[src/rtl/spi_clock_divider.sv]
// spi_clock_divider: divides i_clk by a runtime divisor and emits BURST_LEN o_clk periods per start
module spi_clock_divider #(
  parameter int DIV_WIDTH = 8,
  parameter int BURST_LEN = 8
) (
  input  logic                 i_clk,
  input  logic                 i_rst_n,
  input  logic [DIV_WIDTH:0]   i_config,
  input  logic                 i_start_n,
  output logic                 o_ready,
  output logic                 o_clk
);
  localparam int PW = $clog2(BURST_LEN + 1);
  typedef enum logic [1:0] {IDLE, RUN, DONE} state_t;
  state_t               r_state;
  logic [DIV_WIDTH-1:0] r_div, r_d, r_cnt;
  logic [PW-1:0]        r_per;
  logic [DIV_WIDTH-1:0] w_lo, w_nxt;
  logic                 w_wrap, w_last;
  assign w_lo   = r_d - (r_d >> 1);
  assign w_wrap = r_cnt == r_d - DIV_WIDTH'(1);
  assign w_nxt  = w_wrap ? '0 : r_cnt + DIV_WIDTH'(1);
  assign w_last = w_wrap && r_per == PW'(BURST_LEN - 1);
  always_ff @(posedge i_clk or negedge i_rst_n) begin
    if (!i_rst_n) begin
      r_state <= IDLE;
      r_div   <= DIV_WIDTH'(2);
      r_d     <= DIV_WIDTH'(2);
      r_cnt   <= '0;
      r_per   <= '0;
      o_ready <= 1'b1;
      o_clk   <= 1'b0;
    end else begin
      if (i_config[0]) r_div <= i_config[DIV_WIDTH:1];
      case (r_state)
        IDLE: if (!i_start_n) begin
          r_state <= RUN;
          r_d     <= (r_div < DIV_WIDTH'(2)) ? DIV_WIDTH'(2) : r_div;
          r_cnt   <= '0;
          r_per   <= '0;
          o_ready <= 1'b0;
          o_clk   <= 1'b0;
        end
        RUN: begin
          r_cnt   <= w_nxt;
          r_per   <= w_wrap ? r_per + PW'(1) : r_per;
          o_clk   <= !w_last && (w_nxt >= w_lo);
          r_state <= w_last ? DONE : RUN;
        end
        DONE: begin
          r_state <= IDLE;
          o_ready <= 1'b1;
          o_clk   <= 1'b0;
        end
        default: r_state <= IDLE;
      endcase
    end
  end
endmodule

[config.mk]
export PLATFORM = sky130hd
export DESIGN_NAME = spi_clock_divider
export DESIGN_NICKNAME = d
export VERILOG_FILES = /design/src/rtl/spi_clock_divider.sv
export SDC_FILE = /design/constraint.sdc
export NUM_CORES = 1
export LEC_CHECK = 0
export BUFFER_PORTS_ARGS = -buffer_cell sky130_fd_sc_hd__buf_2
export CAP_MARGIN = 20
export CORE_MARGIN = 1
export CORE_UTILIZATION = 60
export CTS_CLUSTER_DIAMETER = 100
export DETAILED_ROUTE_END_ITERATION = 7
export GPL_ROUTABILITY_DRIVEN = 1
export GPL_TIMING_DRIVEN = 0
export HOLD_SLACK_MARGIN = 0.12
export PLACE_DENSITY = 0.79
export REMOVE_ABC_BUFFERS = 1
export SYNTH_ARGS = -nofsm -noshare
export SYNTH_HDL_FRONTEND = slang
export SYNTH_SLANG_ARGS = --single-unit
[constraint.sdc]
create_clock -name i_clk -period 7.3 [get_ports i_clk]
set_input_delay 0.73 -clock i_clk [delete_from_list [all_inputs] [get_ports i_clk]]
set_output_delay 0.73 -clock i_clk [all_outputs]
set_load 0.01 [all_outputs]
==> results.md, run 1 <==
* Yosys reg bits at 32
* Inserted Clock Buffers at 5
* Detail Placement HPWL at ~3100 um
* Initial antenna violation count at 0
* Syn Inst Count at 233
* Avg WL per Cell at roughly 14 um
* LEAKAGE at 1.19 nW
* Final nets at 284
* P per Cell Area at a little under 500 nW/um^2
* Worst-path clk slew at 0.06 ns
* Max-slew violations at 0
* Total GRT Usage at a little under a quarter
* Worst min path class: reg2reg
* Top cell type's share of synthesized area at 31.9%
* Post-route setup TNS at 0 ns
* Kind of critical path: reg2reg
* Fmax at 279 MHz
* DIE AREA at approximately 4000 sq um
* Synthesized area per cell at 9.76 sq um
* Peak supply drop at ~0.28 mV
* Worst Path Arrival at 3.74 ns
* Largest net degree at the start of global routing at 33
* CP Capture Type: register
* Clock Latency Late Sink at 0.28 ns
* CTS Hold Bufs at 0
* TritonCTS clock tree: done
* DR iter-0 viols at 83
* DRC violations left at 0
* First-pass GRT wire length at ~7300 um
* Clock buffer depth at 2
* Via-per-instance ratio at 5.63
* Max_cap viols at 0
* Synthesized area at about 2300 sq um
* Clock root cell: clkbuf_8
* Slew HR at a little under two fifths
* Core Util, Final at 70.4%
* DP Area at 2360 sq um
* Vias in the first global route at between 1.5k and 2k
* Worst Slack Setup Final at between 3 and 4 ns
* Final wirelength at 4120 um
* Sink Count at 32
* Status: finished, final reports clean
* Total Power at between 1 and 1.5 mW
* Setup bufs post-CTS at 0
* Fin crit share at 49.1%
* Initial Utilization at 65.5%
* Final Non-Filler Cells at 293
* PostCTS Resize Cnt at 0
* Post-synth EDFFs at 0
* Endpoints failing setup at 0
* Port bufs at 13
* DP Worst Slack at 3.76 ns
* CTS HTree Levels at 2
* Num rows at 21
* Hold_ws at around 0.47 ns
* Vias post-DR at 1650
* Layout cells sized above 1 at 18.6%
* Ant diodes at 0
* Crit path time final at 3.58 ns
* I/O Pins at 14
* Core Region at 3470 sq um
* Critical path peak fanout at 13
* Post-synth top area cell: dfrtp_1
* Placer Congestion at 0.842
* Overflow after GRT at 0
* WP data required at approximately 7.5 ns
* Top cells by area, synth: dfrtp_1 32%, ha_1 14%, xor2_1 5.0%
* Fin. Hold Viols at 0
* Sequential area share after synthesis at 35.4%
* Post-synth top flop: dfrtp_1
* Fillers at 275
* Slew @ Worst Pin at 0.936 ns
* Final Cell Area at 2440 sq um
* Worst Setup Start Kind: register
* Die H at 63.6 um
* Fraction of registers with async set/reset at 100%
* Inst Count DP at 285
* 1st-pass router iterations at 4
* Clock Skew at 0.00782 ns
* Area grow syn2layout at 7.43%
* Unique masters post-synth at 51
* RSZ-0062 raised after global routing: false
* Ys Warns at 0
* DIE WIDTH at 63.6 um
* Post-route ant nets at 0
==> synth_stat cells, types with 4 or more instances <==
cell,count
o21ai_0,12
dfrtp_1,29
a21o_2,4
mux2_2,8
nand3_1,9
a21oi_1,8
inv_1,22
xnor2_1,11
ha_1,25
nor2_1,15
xor2_1,13
nand2_1,16
a21o_1,4
mux2i_1,4
==> routing by layer <==
metal  global-route usage, %  wire length [um]  vias up
met1                    29.5              1960      807
met4                    8.52                60        0
li1                        -                 -      826
met3                    4.89                78        6
met2                    40.2              2020       11
met5                       0                 0        -
==> cell usage in the layout, fill, tap and decap left out, types with 4 or more instances in the layout <==
cell,synthesis,final
clkbuf_8,0,5
xor2_1,13,13
dfrtp_1,29,29
ha_1,25,25
nand2_1,16,16
o21ai_0,12,12
buf_2,2,13
a21oi_1,8,8
a21o_2,4,4
mux2_2,8,8
mux2i_1,4,4
inv_1,22,22
nor2_1,15,15
xnor2_1,11,11
a21o_1,4,4
nand3_1,9,9
==> worst max-delay path: stages, from the launching register on <==
cell and delay (ns):
dfstp_2 0.57, inv_1 0.09, ha_1 0.23, a21bo_2 0.21, a21o_2 0.23, a211oi_1 0.20
and4b_1 0.53, nor2_1 0.11, ha_1 0.31, a21o_1 0.17, a2111oi_0 0.37, o21ai_0 0.14
o21ai_0 0.16, o32ai_1 0.12
==> cells by family after synthesis <==
group           after synthesis  synth area share, %
buf+inv                      29                 5.39
compound gates               51                 17.0
xor+xnor                     24                 9.25
fa+ha+maj                    26                 14.6
simple gates                 59                 12.7
flops                        32                 35.4
mux                          12                 5.72
==> report_power, final <==
group          leakage (nW)  internal [mW]  switching (mW)
Sequential            0.386          0.243          0.0714
Clock                0.0422         0.0668          0.0633
Combinational         0.759          0.359           0.383
Total                  1.19          0.669           0.518
==> path summary, 6_finish.rpt <==
check	start	endpoint	slack (ns)	depth (start not counted)
hold reg to reg	r_per[3]	r_state[1]	0.47	1
setup / recovery	r_d[1]	o_clk	3.72	13
setup reg to reg	r_d[1]	o_clk	3.72	13
max in group asynchronous	i_rst_n	r_cnt[1]	6.36	1
hold / removal	r_per[3]	r_state[1]	0.47	1
min in group asynchronous	i_rst_n	r_div[5]	0.49	1
==> area by class of cell <==
| class | instances | area [sq um] | share of cell area [%] |
|---|---|---|---|
| repair buffers | 13 | 65.1 | 2.66 |
| clock inverters | 1 | 5.00 | 0.205 |
| flip-flops and latches | 32 | 805 | 32.9 |
| well taps | 46 | 57.6 | 2.36 |
| clock buffers | 7 | 76.3 | 3.13 |
| multi-input cells | 172 | 1350 | 55.3 |
| inverters | 22 | 82.6 | 3.38 |
==> registers in the layout, summed over array words and instances (netlist names) <==
| signal | count |
|---|---|
| o_ready | 1 |
| r_state | 2 |
| r_d | 8 |
| r_per | 4 |
| r_div | 8 |
| o_clk | 1 |
| r_cnt | 8 |
(Power assumes the default switching activity.)
==> inputs of run 2 (changes only) <==
- CORE_UTILIZATION: 60 -> 55
- PLACE_DENSITY: 0.79 -> 0.76
- clock period: 7.3 -> 2.9 ns (I/O delays scaled with it)
==> run 2 against run 1 <==
Net effect:
- the flow now finishes with violations (setup timing)
- clock skew is 0.0057 ns lower
- register-to-register slack worse by 3.9 ns
- fmax is 18% higher
- final area is 11% higher
- non-clock buffer count is 14 higher
- clock-buffer cell count stayed put
- final cell count is 6.1% higher
- worst hold slack worse by 0.25 ns
- critical path depth is 1 higher
- first-iteration DRC count is 34% higher
- via count is 3.0% higher
- routed wire length is 15% higher
- critical path type unchanged
==> results.md, run 2 (synthesis results as in run 1) <==
* 1st-pass router iterations at 4 (unchanged)
* Worst-path clk slew at 0.07 ns (about the same)
* Final nets at 298 (+4.9%)
* DIE AREA at 4390 sq um (+8.8%)
* Vias in the first global route at 1679 (-0.59%)
* Detail Placement HPWL at 3280 um (+5.1%)
* TritonCTS clock tree: done
* CP Capture Type: register
* Critical path peak fanout at 5 (-8)
* Crit path time final at 3.04 ns (-0.540 ns)
* DP Worst Slack at -0.572 ns (-4.33 ns)
* Area grow syn2layout at 19.8%
* Commonest non-fill, non-tap cell in the layout: dfrtp_1
* RSZ-0062 raised after global routing: true
* Avg WL per Cell at 15.3 um (+8.5%)
* Num rows at 23 (+9.5%)
* Core Region at 3970 sq um (+15%)
* Clock Skew at 0.00214 ns (-0.00568 ns)
* Ant diodes at 0 (unchanged)
* Largest regs: r_cnt x8, r_d x8, r_div x8
* Initial Utilization at 57.2% (-8.3 points)
* DR iter-0 viols at 111 (+34%)
* I/O Pins at 14 (unchanged)
* Status: complete, but fails checks
* WP data required at 3.09 ns (-4.36 ns)
* Total GRT Usage at 23.9% (+0.18 points)
* Sink Count at 32 (unchanged)
* Clock Latency Late Sink at 0.28 ns (about the same)
* Worst min path class: in2reg
* Max_cap viols at 0 (unchanged)
* Clock root cell: clkbuf_8
* Worst Setup Start Kind: register
* Clock buffer depth at 2 (unchanged)
* Largest net degree at the start of global routing at 33 (unchanged)
* Overflow after GRT at 0 (unchanged)
* Die H at 66.3 um (+4.3%)
* CP Launch Point: r_d[1]
* Failing checks: setup timing
* Initial antenna violation count at 0 (unchanged)
* Slew HR at 37.9% (+0.58 points)
* Via-per-instance ratio at 5.46 (-3.0%)
* Fin crit share at 105% (+56 points)
* Kind of critical path: reg2reg
* DRC violations left at 0 (unchanged)
* DIE WIDTH at 66.3 um (+4.3%)
* Layout cells sized above 1 at 31.0% (+12 points)
* Fin. Hold Viols at 0 (unchanged)
* Fmax at 329 MHz (+18%)
* Inst Count DP at 289 (+1.4%)
* Placer Congestion at 0.784 (-6.9%)
* CTS HTree Levels at 2 (unchanged)
* Fillers at 308 (+12%)
* Final Non-Filler Cells at 311 (+6.1%)
* FF-to-FF Start: r_d[1]
* Max-slew violations at 0 (unchanged)
* First-pass GRT wire length at 7660 um (+4.6%)
* Endpoints failing setup at 1 (+1)
* Worst Slack Setup Final at -0.143 ns (-3.86 ns)
* Final wirelength at 4750 um (+15%)
* Most frequent cells in the layout: 29 x dfrtp_1, 21 x ha_1, 18 x inv_1, 16 x nand2_1
* Slew @ Worst Pin at 0.927 ns (-0.00868 ns)
* R2R setup slack at -0.14 ns (-3.86 ns)
* Worst Path Arrival at 3.23 ns (-0.51 ns)
* Inserted Clock Buffers at 5 (unchanged)
* Port bufs at 13 (unchanged)
* Post-route ant nets at 0 (unchanged)
* Hold_sp: i_config[1]
* Vias post-DR at 1699 (+3.0%)
[run 2: cell count changes in the layout (fill, tap and decap cells not counted), moves of 2 or more]
cell / before / now
o21ai_2: 0 / 2
ha_4: 0 / 3
nor2_1: 15 / 13
buf_4: 0 / 11
inv_2: 0 / 3
xnor2_1: 11 / 8
buf_6: 0 / 2
inv_1: 22 / 18
ha_1: 25 / 21
xnor2_2: 0 / 2
o21ai_0: 12 / 10
[run 2: layer usage]
layer,share of wire [%],vias to the layer above,global-route usage [%]
li1,-,858,-
met2,53,25,42.3
met1,43,808,28.6
met4,1.7,0,6.91
met3,2.6,8,5.34
met5,0,-,0
[run 2: stage by stage]
stage	TNS, ns	utilization, %	area (sq um)	hold WS (ns)
after floorplan	-0.163	-	2230	-0.00559
after global placement	-0.504	59.5	2360	0.381
after detailed placement	-0.572	59.6	2370	0.384
after CTS	-0.0674	67.4	2680	0.212
after global routing	-0.218	68.6	2720	0.231
final	-0.143	68.6	2720	0.213
[run 2: final cells by class]
class,count,area [sq um],area share (%)
inverters,22,85.1,3.13
repair buffers,27,180,6.62
well taps,50,62.6,2.30
flip-flops and latches,32,805,29.5
multi-input cells,172,1500,55.0
clock inverters,1,7.51,0.276
clock buffers,7,86.3,3.17
[run 2: worst paths after layout]
check                             endpoint  cells past startpoint
worst max-delay path                 o_clk                     14
worst min-delay path              r_div[0]                      3
worst max register to register       o_clk                     14
worst min register to register  r_state[1]                      1
max in group asynchronous         r_div[4]                      2
min in group asynchronous         r_cnt[5]                      2
[run 2: repair_timing]
item                                    in CTS  in global routing
hold buffers                                 1                  0
pin swaps                                   16                  2
endpoints found under the setup margin       1                  1
endpoints found under the hold margin       29                  0
gates resized for setup                     29                  6
buffers inserted                            12                  1
[run 2: critical path, stage by stage (launching register included)]
cell and delay (ns):
dfstp_2 0.57, inv_4 0.05, ha_4 0.16, a21bo_4 0.22, a21o_4 0.20, a211oi_2 0.22
and4b_2 0.34, buf_4 0.15, nor2b_1 0.06, ha_1 0.27, a21o_1 0.14, a21oi_2 0.06
o21ai_2 0.13, o21ai_2 0.10, o32ai_2 0.27
Power of run 2 is not shown: default switching activity piles up to over one toggle a cycle in this logic, so the estimate is an artifact.
